File: config.mk
export PLATFORM = sky130hd
export DESIGN_NAME = avalon_wb_bridge
export DESIGN_NICKNAME = d
export VERILOG_FILES = /design/src/rtl/avalon_wb_bridge.sv
export SDC_FILE = /design/constraint.sdc
export NUM_CORES = 1
export LEC_CHECK = 0
export ABC_AREA = 1
export CAP_MARGIN = 30
export CELL_PAD_IN_SITES_DETAIL_PLACEMENT = 1
export CELL_PAD_IN_SITES_GLOBAL_PLACEMENT = 2
export CORE_ASPECT_RATIO = 0.75
export CORE_MARGIN = 3
export CORE_UTILIZATION = 22
export CTS_BUF_LIST = sky130_fd_sc_hd__clkbuf_4 sky130_fd_sc_hd__clkbuf_8 sky130_fd_sc_hd__clkbuf_16
export DETAILED_ROUTE_END_ITERATION = 10
export PLACE_DENSITY = 0.77
export SYNTH_ARGS = -nofsm -noshare
export SYNTH_HDL_FRONTEND = slang
export SYNTH_SLANG_ARGS = --single-unit
File: constraint.sdc
create_clock -name clk -period 3.3 [get_ports clk]
set_clock_uncertainty 0.1 [all_clocks]
set_input_delay 0.66 -clock clk [delete_from_list [all_inputs] [get_ports clk]]
set_output_delay 0.66 -clock clk [all_outputs]
set_load 0.03 [all_outputs]
File: src/rtl/avalon_wb_bridge.sv
// Registered Avalon-MM slave to Wishbone B3 classic master, one transfer at a time.
// Define AVB_WB_TIMEOUT_EN to abort stalled Wishbone cycles after TIMEOUT cycles.
module avalon_wb_bridge #(
  parameter int AW      = 5,
  parameter int DW      = 32,
  parameter int TIMEOUT = 256
) (
  input  logic            clk,
  input  logic            reset,
  input  logic [AW-1:0]   address,
  input  logic            chipselect,
  input  logic            read,
  input  logic            write,
  input  logic [DW-1:0]   writedata,
  input  logic [DW/8-1:0] byteenable,
  output logic            waitrequest,
  output logic [DW-1:0]   readdata,
  output logic [1:0]      response,
  output logic [AW-1:0]   wb_adr_o,
  output logic [DW-1:0]   wb_dat_o,
  input  logic [DW-1:0]   wb_dat_i,
  output logic [DW/8-1:0] wb_sel_o,
  output logic            wb_we_o,
  output logic            wb_cyc_o,
  output logic            wb_stb_o,
  input  logic            wb_ack_i,
  input  logic            wb_err_i
);

  if ((DW % 8) != 0 || TIMEOUT < 2) begin : g_param_check
    $error("avalon_wb_bridge: DW must be a multiple of 8, TIMEOUT >= 2");
  end

  typedef enum logic [1:0] {
    IDLE = 2'd0,
    BUS  = 2'd1,
    DONE = 2'd2
  } state_t;

  localparam logic [1:0] RESP_OKAY   = 2'b00;
  localparam logic [1:0] RESP_SLVERR = 2'b10;
  localparam logic [1:0] RESP_DECERR = 2'b11;

  state_t state;
  state_t state_nxt;

  logic accept;
  logic conflict;
  logic fin_ack;
  logic fin_err;
  logic fin_to;

  assign accept   = chipselect & (read ^ write);
  assign conflict = chipselect & read & write;
  assign fin_ack  = wb_ack_i;
  assign fin_err  = ~wb_ack_i & wb_err_i;

`ifdef AVB_WB_TIMEOUT_EN
  localparam int CW = $clog2(TIMEOUT + 1);

  logic [CW-1:0] to_cnt;

  // Held at zero outside BUS, so it is clear on entry to BUS.
  always_ff @(posedge clk or posedge reset) begin
    if (reset) begin
      to_cnt <= '0;
    end else if (state != BUS) begin
      to_cnt <= '0;
    end else if (!wb_ack_i && !wb_err_i) begin
      to_cnt <= to_cnt + 1'b1;
    end
  end

  assign fin_to = ~wb_ack_i & ~wb_err_i &
                  (to_cnt == CW'(TIMEOUT - 1));
`else
  assign fin_to = 1'b0;
`endif

  always_ff @(posedge clk or posedge reset) begin
    if (reset) begin
      state <= IDLE;
    end else begin
      state <= state_nxt;
    end
  end

  always_comb begin
    state_nxt = state;
    unique case (state)
      IDLE: begin
        if (accept) begin
          state_nxt = BUS;
        end else if (conflict) begin
          state_nxt = DONE;
        end
      end
      BUS: begin
        if (fin_ack || fin_err || fin_to) begin
          state_nxt = DONE;
        end
      end
      DONE:    state_nxt = IDLE;
      default: state_nxt = IDLE;
    endcase
  end

  // cyc/stb decode straight from the state flops, so they are glitch-free.
  always_comb begin
    waitrequest = (state != DONE);
    wb_cyc_o    = (state == BUS);
    wb_stb_o    = (state == BUS);
  end

  always_ff @(posedge clk or posedge reset) begin
    if (reset) begin
      wb_adr_o <= '0;
      wb_dat_o <= '0;
      wb_sel_o <= '0;
      wb_we_o  <= 1'b0;
      readdata <= '0;
      response <= RESP_OKAY;
    end else begin
      if (state == IDLE) begin
        if (accept) begin
          wb_adr_o <= address;
          wb_dat_o <= writedata;
          wb_sel_o <= byteenable;
          wb_we_o  <= write;
        end else if (conflict) begin
          response <= RESP_SLVERR;
        end
      end
      if (state == BUS) begin
        if (fin_ack) begin
          response <= RESP_OKAY;
          if (!wb_we_o) begin
            readdata <= wb_dat_i;
          end
        end else if (fin_err) begin
          response <= RESP_SLVERR;
        end else if (fin_to) begin
          response <= RESP_DECERR;
          if (!wb_we_o) begin
            readdata <= {DW{1'b1}};
          end
        end
      end
    end
  end

endmodule

After elaboration in Yosys (flattened, before gate mapping)
Index checks and enable logic that the tools add are counted.
Widths: inputs -> output; s select.
{ "totals": {"ff_bits": 78, "inputBits": 80, "out_inout_bits": 79, "word_cells": 33} }
{ "classes": {"eq_ne": 4, "mux": 10, "n_bitwise": 7, "reduce_logical": 5} }
{ "op_table": {"columns": ["cell", "n"], "rows": [
  ["$mux 2", 9],
  ["$and 1x1->1", 4],
  ["$pmux 2 s2", 1],
  ["$reduce_and 2->1", 2],
  ["$ne 3x3->1 const B", 1],
  ["$reduce_and 3->1", 1],
  ["$eq 2x1->1 const B", 1],
  ["$logic_not 2->1", 1],
  ["$ne 2x1->1 const B", 1],
  ["$ne 2x2->1 const B", 1],
  ["$not 1->1", 2],
  ["$logic_or 1x1->1", 1],
  ["$xor 1x1->1", 1]
]} }

Logic depth before layout (Yosys ltp)
Gate-level depths: netlist (run 1).
{ "depth": {"word_depth": 8, "mapped_depth": 7, "ltp_nobuf": 6} }

Worst setup path after synthesis (run 1)
Ideal clock, no wire load.
{ "synth_path": {"kind": "register -> output", "startpoint": "register state[1]", "endpoint": "output wb_stb_o", "arrival_ns": 0.990, "t_required_ns": 2.540, "path_slack_ns": 1.550, "path_stages_with_launch": 5, "path_buffers": 1, "path_cell_list": "dfrtp_1 inv_2 nand2_2 inv_1 buf_4"} }
{ "synth_via": {"elab_chain_cells": 1} }
{ "synth_rtl": {"columns": ["item", "line", "text"], "rows": [
  ["from (decl)", "44", "state_t state;"],
  ["from (signal assigned)", "84", "state <= state_nxt;"],
  ["$eq 2x1->1", null, null],
  ["to (decl)", "25", "output logic wb_stb_o,"]
]} }
Every way passes these cells.

Final worst setup path (run 1)
{ "layout_path": {"startpoint": "register state[1]", "endpoint": "output wb_cyc_o"} }
{ "layout_via": {"elab_chain_cells": 1} }
{ "layout_rtl": {"columns": ["item", "line", "text"], "rows": [
  ["$eq 2x1->1", "111", "wb_cyc_o = (state == BUS);"],
  ["to (decl)", "24", "output logic wb_cyc_o,"]
]} }
Every way passes these cells.

==> flow_summary.ini, run 1 <==
[status]
run_status = finished, final reports clean

[critical_path]
setup.worst_path.end_class = output pin
timing.setup.critical_path_class = reg2out
critPathLaunchType = flip-flop
worst_path_largest_cell_delay_ns = 0.69
critical_path_required_ns = 2.54
worst-endpoint-arrival_ns = 1.72
crit_path_cell_trace = inv_2, nand2_2, inv_1, clkdlybuf4s50_1
critical_path.slowest_cell = clkdlybuf4s50_1
timing.critical_path.fanout_max = 4

[detailed_routing]
totalWireLength_mm = 11.0
vias_per_cell = 4.22
first_pass_iters = 4
route.antenna.remaining_nets = 0
detail_route.wl_per_cell_um = 15.5
vias = 2999
drc = 0
drtIter0Drc = 118

[finish]
finish.utilization_pct = 37.5
finish.instance_area_um2 = 5240
antenna_cells = 0
area.growth.synth_to_final_pct = 63.3
final_nets = 592
fraction_of_layout_cells_with_a_size_suffix_above_1_pct = 5.83
finish.cell_count_without_fillers = 710

[global_routing]
sum_of_overflow_across_all_layers_after_global_routing = 0
pin_count_of_the_biggest_net_entering_global_routing = 44
grt_antenna_before_repair = 0
grt.total_usage_pct = 13.6
grt_pass1_vias = 3311
global_route_wire_length_before_repair_mm = 17.8

[floorplanning]
die-area_um2 = 16100
fp.dieW_um = 145
placementRows = 37
initial_utilization_pct = 23.0
die_height_um = 111
num_io_pins = 159
core_area_um2 = 14000

[yosys]
synth_cells = 358
mappedNetlistNets = 438
synth_warnings = 0
synth_cell_types = 15
synth_area_um2 = 3210
synth_area_per_cell_um2 = 8.97
synth_seq_cells = 78
yosysSeqAreaShare_pct = 60.8

[cts]
clk_root_buffer_cell = clkbuf_16
clock_input_transition_at_the_sequential_cells_of_the_worst_setup_and_hold_paths_ns = 0.06
ctsHtreeMaxLevel = 3
tritoncts = done
cts_hold_repair.buffers = 0
cts_resized = 0
cts-buffers-inserted = 9
clockBufferDepth = 2
cts_setup_buffers = 0
clock_sink_count = 78
worstSkewPairLatency_ns = 0.32

[placed_design]
post-place-cells = 696
numPortBuffers = 158
finalWeightedCongestion = 0.752
dp_hpwl_mm = 8.17
dpl-instance-area_um2 = 4930

[sta]
drv_slew = 0
grt_setup_unrepaired = false
layout_worst_path_cycle_share_pct = 75.1
final_hold_viol_count = 0
fmaxAchievable_ghz = 0.404
worst_pin_slew_ns = 0.612
period_needed_ns = 2.48
setup_total_negative_slack_ns = 0
timing.final.setup_violations = 0
slew-limit-headroom_pct = 59.1

[worst_hold_path]
holdCritPathClass = reg2reg

[run]
max_cap_violations = 0

[power_and_ir_drop]
power.total_mw = 5.44
p_leak_nw = 2.50
cellPowerDensity_nw_per_um2 = 1040
ir_worst_vdd_mv = 0.301
==> sequential cells by signal, indices dropped and copies added, names as in the netlist <==
name      cells
wb_dat_o     32
readdata     32
wb_adr_o      5
state         2
wb_we_o       1
response      2
wb_sel_o      4
==> stage by stage <==
| step | hold WS (ns) | setup slack [ns] |
|---|---|---|
| 2_1_floorplan | 0.454 | 0.545 |
| 6_report | 0.370 | 0.822 |
| 3_5_place_dp | 0.358 | 0.739 |
| 4_1_cts | 0.374 | 0.771 |
| 5_1_grt | 0.394 | 0.695 |
| 3_3_place_gp | 0.353 | 0.867 |
==> report_power, final <==
part | internal [mW] | total (mW) | leakage [nW] | switching [mW]
Sequential | 1.40 | 1.67 | 0.972 | 0.267
Clock | 0.673 | 1.05 | 0.150 | 0.375
Combinational | 1.05 | 2.72 | 1.38 | 1.68
==> cells in the mapped netlist (all sizes together) <==
cell	number	area [um2]
buf	20	150
clkbuf	2	7.51
dfrtp	78	1950
inv	9	33.8
nand2	161	622
nand3	76	380
nor2	10	55.1
o21ai	2	10.0
==> layout make-up <==
class / instances / area [um2]
fill: 1633 / 8740
multi-input combinational: 249 / 1070
timing repair buffer: 165 / 1630
clock buffer: 10 / 239
inverter: 9 / 35.0
tap: 195 / 244
clock inverter: 4 / 72.6
sequential: 78 / 1950
==> worst paths after layout <==
| kind | end | cells past startpoint | slack (ns) | from |
|---|---|---|---|---|
| worst min-delay path | readdata[10] | 2 | 0.37 | readdata[10] |
| min in group asynchronous | wb_dat_o[20] | 2 | 0.58 | reset |
| worst min register to register | readdata[10] | 2 | 0.37 | readdata[10] |
| worst max-delay path | wb_cyc_o | 4 | 0.82 | state[1] |
| worst max register to register | wb_dat_o[17] | 6 | 1.56 | state[0] |
| max in group asynchronous | wb_adr_o[3] | 3 | 1.77 | reset |
==> cell usage in the layout (no fill, tap or decap) <==
cell type,Yosys,layout
buf_4,5,7
bufinv_16,0,2
clkbuf_16,0,9
clkbuf_8,0,1
clkdlybuf4s50_1,0,158
clkinv_2,0,2
clkinvlp_4,0,1
dfrtp_1,78,78
inv_1,7,6
inv_2,2,2
nand2_1,158,158
nand2_2,1,1
nand2_4,2,2
nand3_1,76,76
nor2_1,7,7
nor2_2,1,1
nor2_4,2,2
o21ai_0,2,2
==> per-layer routing <==
layer | routed length (um) | up-vias | GRT usage, %
li1 | - | 1434 | -
met1 | 4900 | 1463 | 17.3
met2 | 4980 | 96 | 21.0
met3 | 1040 | 6 | 6.97
met4 | 59 | 0 | 2.85
met5 | 0 | - | 0
==> critical path, delay by kind of cell, from the launching register on <==
kind,cells,cell delay (ns)
AND/OR/NAND/NOR,1,0.08
buffers and inverters,3,0.91
flip-flops,1,0.41
==> cell families (layout without fill, tap and decap cells) <==
family                 after synthesis  count (layout)  synth area share [%]
and+or+nand+nor                    247             247                  32.9
DFF                                 78              78                  60.8
buffers and inverters               31             188                  5.96
AOI/OAI and AO/OA                    2               2                 0.312
Power figures use the tool's default switching activity.
==> run 2: changes to the inputs <==
==> constraint.sdc (replaced) <==
create_clock -name clk -period 2.3 [get_ports clk]
set_clock_uncertainty 0.1 [all_clocks]
set_input_delay 0.46 -clock clk [delete_from_list [all_inputs] [get_ports clk]]
set_output_delay 0.46 -clock clk [all_outputs]
set_load 0.03 [all_outputs]
==> run 2 against run 1 <==
Compared with the run above: final area increased by 2.1%; hold slack better by 0.00062 ns; die area did not move; sequential share of layout area is 0.77 points lower; non-clock buffer count is 5 higher.
==> flow_summary.ini, run 2 (synthesized netlist as in run 1, its figures left out) <==
[global_routing]
global_route_wire_length_before_repair_mm = 17.9
grt_antenna_before_repair = 0
sum_of_overflow_across_all_layers_after_global_routing = 0
grt.total_usage_pct = 13.7
pin_count_of_the_biggest_net_entering_global_routing = 34
grt_pass1_vias = 3329

[critical_path]
setup.worst_path.end_class = output pin
timing.setup.critical_path_class = reg2out
worst-endpoint-arrival_ns = 1.58
critPathLaunchType = flip-flop
critical_path_required_ns = 1.74
critical_path.slowest_cell = clkdlybuf4s50_1
crit_path_cell_trace = inv_1, nand2_1, clkdlybuf4s50_1
timing.critical_path.fanout_max = 4
worst_path_largest_cell_delay_ns = 0.69

[sta]
period_needed_ns = 2.14
timing.final.setup_violations = 0
grt_setup_unrepaired = false
finalWorstSetupSlack_ns = 0.158
slew-limit-headroom_pct = 64.1
setup_total_negative_slack_ns = 0
worst_pin_slew_ns = 0.537
finalHoldWorstSlack_ns = 0.371
drv_slew = 0
final_hold_viol_count = 0
layout_worst_path_cycle_share_pct = 93.2
fmaxAchievable_ghz = 0.467

[floorplanning]
die-area_um2 = 16100
core_area_um2 = 14000
placementRows = 37
die_height_um = 111
fp.dieW_um = 145
initial_utilization_pct = 23.0
num_io_pins = 159

[cts]
worstSkewPairLatency_ns = 0.32
cts-buffers-inserted = 9
clockBufferDepth = 2
clock_input_transition_at_the_sequential_cells_of_the_worst_setup_and_hold_paths_ns = 0.06
tritoncts = done
clock_sink_count = 78
clk_root_buffer_cell = clkbuf_16
ctsHtreeMaxLevel = 3
cts_setup_buffers = 0

[finish]
final_nets = 597
layout.cells.most_common_list = 158 x nand2_1, 156 x clkdlybuf4s50_1, 78 x dfrtp_1
nFillCells = 1640
antenna_cells = 0
finish.instance_area_um2 = 5350
most_common_cell_after_layout_fill_and_taps_aside = nand2_1
fraction_of_layout_cells_with_a_size_suffix_above_1_pct = 7.09
biggestRegsByFlops = readdata: 32 flops, wb_dat_o: 32 flops, wb_adr_o: 5 flops
area.growth.synth_to_final_pct = 66.8

[power_and_ir_drop]
p_leak_nw = 2.58
power.total_mw = 7.97
cellPowerDensity_nw_per_um2 = 1490
ir_worst_vdd_mv = 0.678

[worst_hold_path]
holdCritPathClass = reg2reg

[status]
run_status = finished, final reports clean

[placed_design]
numPortBuffers = 158
dpl-instance-area_um2 = 5010
dp_hpwl_mm = 8.11
finalWeightedCongestion = 0.737
place_ws_ns = 0.288

[detailed_routing]
vias = 3015
route.antenna.remaining_nets = 0
drc = 0
drtIter0Drc = 119
vias_per_cell = 4.21
totalWireLength_mm = 10.8
first_pass_iters = 4
detail_route.wl_per_cell_um = 15.1

[run]
max_cap_violations = 0
## run 2: changes by cell type in the layout (fill, tap and decap cells not counted), moves of 2 or more
cell and change:
clkdlybuf4s50_1 -2, clkbuf_4 +3, buf_12 +3, buf_4 +2
## run 2: stage by stage
stage                     utilization, %  cells
after detailed placement            35.8    701
after global placement              35.8    701
after floorplan                        -    358
final                               38.3    717
after CTS                           38.3    717
after global routing                38.3    717
## run 2: area by class of cell
cell class / instances / area [um2] / share of cell area, %
Sequential cell: 78 / 1950 / 36.5
Timing Repair Buffer: 170 / 1710 / 31.9
Multi-Input combinational cell: 249 / 1070 / 19.9
Clock buffer: 12 / 248 / 4.63
Tap cell: 195 / 244 / 4.56
Clock inverter: 4 / 95.1 / 1.78
Inverter: 9 / 37.5 / 0.701
## run 2: worst paths after layout
path,cells after the start,end,from,slack [ns]
worst max-delay path,3,waitrequest,state[0],0.16
worst min-delay path,2,readdata[12],readdata[12],0.37
worst max register to register,7,wb_dat_o[25],state[0],0.81
worst min register to register,2,readdata[12],readdata[12],0.37
max in group asynchronous,3,readdata[8],reset,1.14
min in group asynchronous,2,readdata[21],reset,0.43
## run 2: critical path, delay by kind of cell, from the launching register on
family | cells | cell delay [ns]
AND/OR/NAND/NOR | 1 | 0.07
flip-flops | 1 | 0.42
buffers and inverters | 2 | 0.77
## run 2: where the power goes
group / switching (mW) / total [mW] / internal (mW)
registers: 0.384 / 2.40 / 2.01
clock network: 0.535 / 1.63 / 1.10
logic: 2.39 / 3.94 / 1.55
## run 2: per-layer routing
metal  part of all wire (%)  track usage (%)  vias up
li1                       -                -     1454
met1                     45             17.1     1458
met5                      0                0        -
met2                     44             21.0       95
met4                   0.74             2.85        0
met3                     10             7.38        8
## run 2: repair_timing
action	CTS	global route
hold buffers	0	0
endpoints found under the setup margin	2	1
gates cloned	0	0
resized for setup	1	1
==> run 3: changes to the inputs <==
--- a/config.mk
+++ b/config.mk
@@ -11,10 +11,11 @@
 export CELL_PAD_IN_SITES_GLOBAL_PLACEMENT = 2
 export CORE_ASPECT_RATIO = 0.75
 export CORE_MARGIN = 3
-export CORE_UTILIZATION = 22
+export CORE_UTILIZATION = 34
 export CTS_BUF_LIST = sky130_fd_sc_hd__clkbuf_4 sky130_fd_sc_hd__clkbuf_8 sky130_fd_sc_hd__clkbuf_16
 export DETAILED_ROUTE_END_ITERATION = 10
-export PLACE_DENSITY = 0.77
+export DONT_BUFFER_PORTS = 1
+export PLACE_DENSITY = 0.75
 export SYNTH_ARGS = -nofsm -noshare
 export SYNTH_HDL_FRONTEND = slang
 export SYNTH_SLANG_ARGS = --single-unit
==> run 3 against run 2 <==
Compared with the run above: worst setup slack gained 0.25 ns; first-iteration DRC count grew 0.84%; register-to-register slack lost 0.12 ns; via count shrank 21%; final area shrank 33%; critical path type unchanged; highest routed layer unchanged.
==> flow_summary.ini, run 3 (synthesized netlist as in run 1, its figures left out) <==
[finish]
fraction_of_layout_cells_with_a_size_suffix_above_1_pct = 8.66
layout.cells.most_common_list = 158 x nand2_1, 78 x dfrtp_1, 76 x nand3_1
final_nets = 433
nFillCells = 1055
most_common_cell_after_layout_fill_and_taps_aside = nand2_1
antenna_cells = 0
biggestRegsByFlops = readdata: 32 flops, wb_dat_o: 32 flops, wb_adr_o: 5 flops
finish.instance_area_um2 = 3610
finish.cell_count_without_fillers = 486
multiInputGateArea_um2 = 1070
register_area_um2 = 1950
area.growth.synth_to_final_pct = 12.5

[placed_design]
numPortBuffers = 0
dpl-instance-area_um2 = 3270
dp_hpwl_mm = 5.80
post-place-cells = 470
finalWeightedCongestion = 0.699

[detailed_routing]
route.antenna.remaining_nets = 0
vias = 2392
drtIter0Drc = 120
drc = 0
first_pass_iters = 4
vias_per_cell = 4.92
totalWireLength_mm = 8.44
detail_route.wl_per_cell_um = 17.4

[global_routing]
grt_pass1_vias = 2539
pin_count_of_the_biggest_net_entering_global_routing = 79
global_route_wire_length_before_repair_mm = 14.1
grt_antenna_before_repair = 0
sum_of_overflow_across_all_layers_after_global_routing = 0
grt.total_usage_pct = 16.6

[cts]
clock_input_transition_at_the_sequential_cells_of_the_worst_setup_and_hold_paths_ns = 0.06
tritoncts = done
worstSkewPairLatency_ns = 0.32
cts-buffers-inserted = 9
clock_sink_count = 78
clk_root_buffer_cell = clkbuf_16
clockBufferDepth = 2
cts_hold_repair.buffers = 0
cts_setup_buffers = 0
cts_resized = 0
ctsHtreeMaxLevel = 3

[floorplanning]
placementRows = 30
die_height_um = 90.2
num_io_pins = 159
core_area_um2 = 9120
initial_utilization_pct = 35.2
fp.dieW_um = 118
die-area_um2 = 10700

[sta]
fmaxAchievable_ghz = 0.528
worst_pin_slew_ns = 0.552
slew-limit-headroom_pct = 63.2
timing.final.setup_violations = 0
grt_setup_unrepaired = false
layout_worst_path_cycle_share_pct = 82.4
final_hold_viol_count = 0
period_needed_ns = 1.90
setup_total_negative_slack_ns = 0
drv_slew = 0
finalHoldWorstSlack_ns = 0.00936

[critical_path]
worst_path_largest_cell_delay_ns = 0.42
worst-endpoint-arrival_ns = 1.34
timing.setup.critical_path_class = reg2out
setup.worst_path.end_class = output pin
critical_path_required_ns = 1.74
crit_path_cell_trace = inv_2, nand2_2, inv_1
timing.critical_path.fanout_max = 4
critical_path.slowest_cell = inv_1
critPathLaunchType = flip-flop

[power_and_ir_drop]
p_leak_nw = 1.91
power.total_mw = 6.41
ir_worst_vdd_mv = 0.617
cellPowerDensity_nw_per_um2 = 1770

[run]
max_cap_violations = 0

[worst_hold_path]
holdCritPathClass = in2async

[status]
run_status = finished, final reports clean
==> run 3: cell count changes in the layout (fill, tap and decap cells not counted), sizes merged <==
cell,delta
buf,-6
bufinv,-1
clkbuf,+1
clkdlybuf4s50,-156
dlygate4sd2,-1
dlymetal6s2s,-1
==> run 3: critical path: cells and delay by family, from the launching register on <==
family                 cells  cell delay [ns]
and+or+nand+nor            1             0.08
DFF                        1             0.41
buffers and inverters      2             0.51
==> run 3: area by class of cell <==
| cell class | instances | share of cell area (%) |
|---|---|---|
| sequential | 78 | 54.0 |
| multi-input combinational | 249 | 29.5 |
| clock buffer | 13 | 7.58 |
| tap | 128 | 4.43 |
| clock inverter | 3 | 1.80 |
| timing repair buffer | 6 | 1.59 |
| inverter | 9 | 1.04 |
==> run 3: metal layers <==
| layer | vias to the layer above | track usage [%] | routed length, um | part of all wire, % |
|---|---|---|---|---|
| met1 | 1174 | 20.2 | 3570 | 42 |
| met2 | 87 | 26.0 | 4030 | 48 |
| li1 | 1123 | - | - | - |
| met5 | - | 0 | 0 | 0 |
| met4 | 0 | 3.90 | 97 | 1.1 |
| met3 | 8 | 8.87 | 739 | 8.8 |
==> run 3: worst paths after layout <==
| path | from | end | slack [ns] | depth (start not counted) |
|---|---|---|---|---|
| max | state[1] | wb_cyc_o | 0.40 | 3 |
| min | reset | wb_dat_o[15] | 0.009 | 2 |
| max reg2reg | state[0] | wb_dat_o[3] | 0.69 | 6 |
| min reg2reg | state[1] | state[1] | 0.51 | 3 |
| max in group asynchronous | reset | readdata[0] | 1.75 | 2 |
| min in group clk | writedata[23] | wb_dat_o[23] | 0.17 | 2 |
==> run 3: power by group <==
| part | internal, mW | switching [mW] | total [mW] |
|---|---|---|---|
| clock network | 1.05 | 0.526 | 1.58 |
| logic | 0.338 | 0.734 | 1.07 |
| registers | 1.99 | 1.77 | 3.76 |
| total | 3.38 | 3.03 | 6.41 |
==> run 3: through the flow <==
step | setup slack, ns | utilization [%]
final | 0.405 | 39.6
after global routing | 0.339 | 39.6
after CTS | 0.380 | 39.6
after detailed placement | 0.649 | 35.9
after global placement | 0.682 | 35.9
after floorplan | 0.750 | -
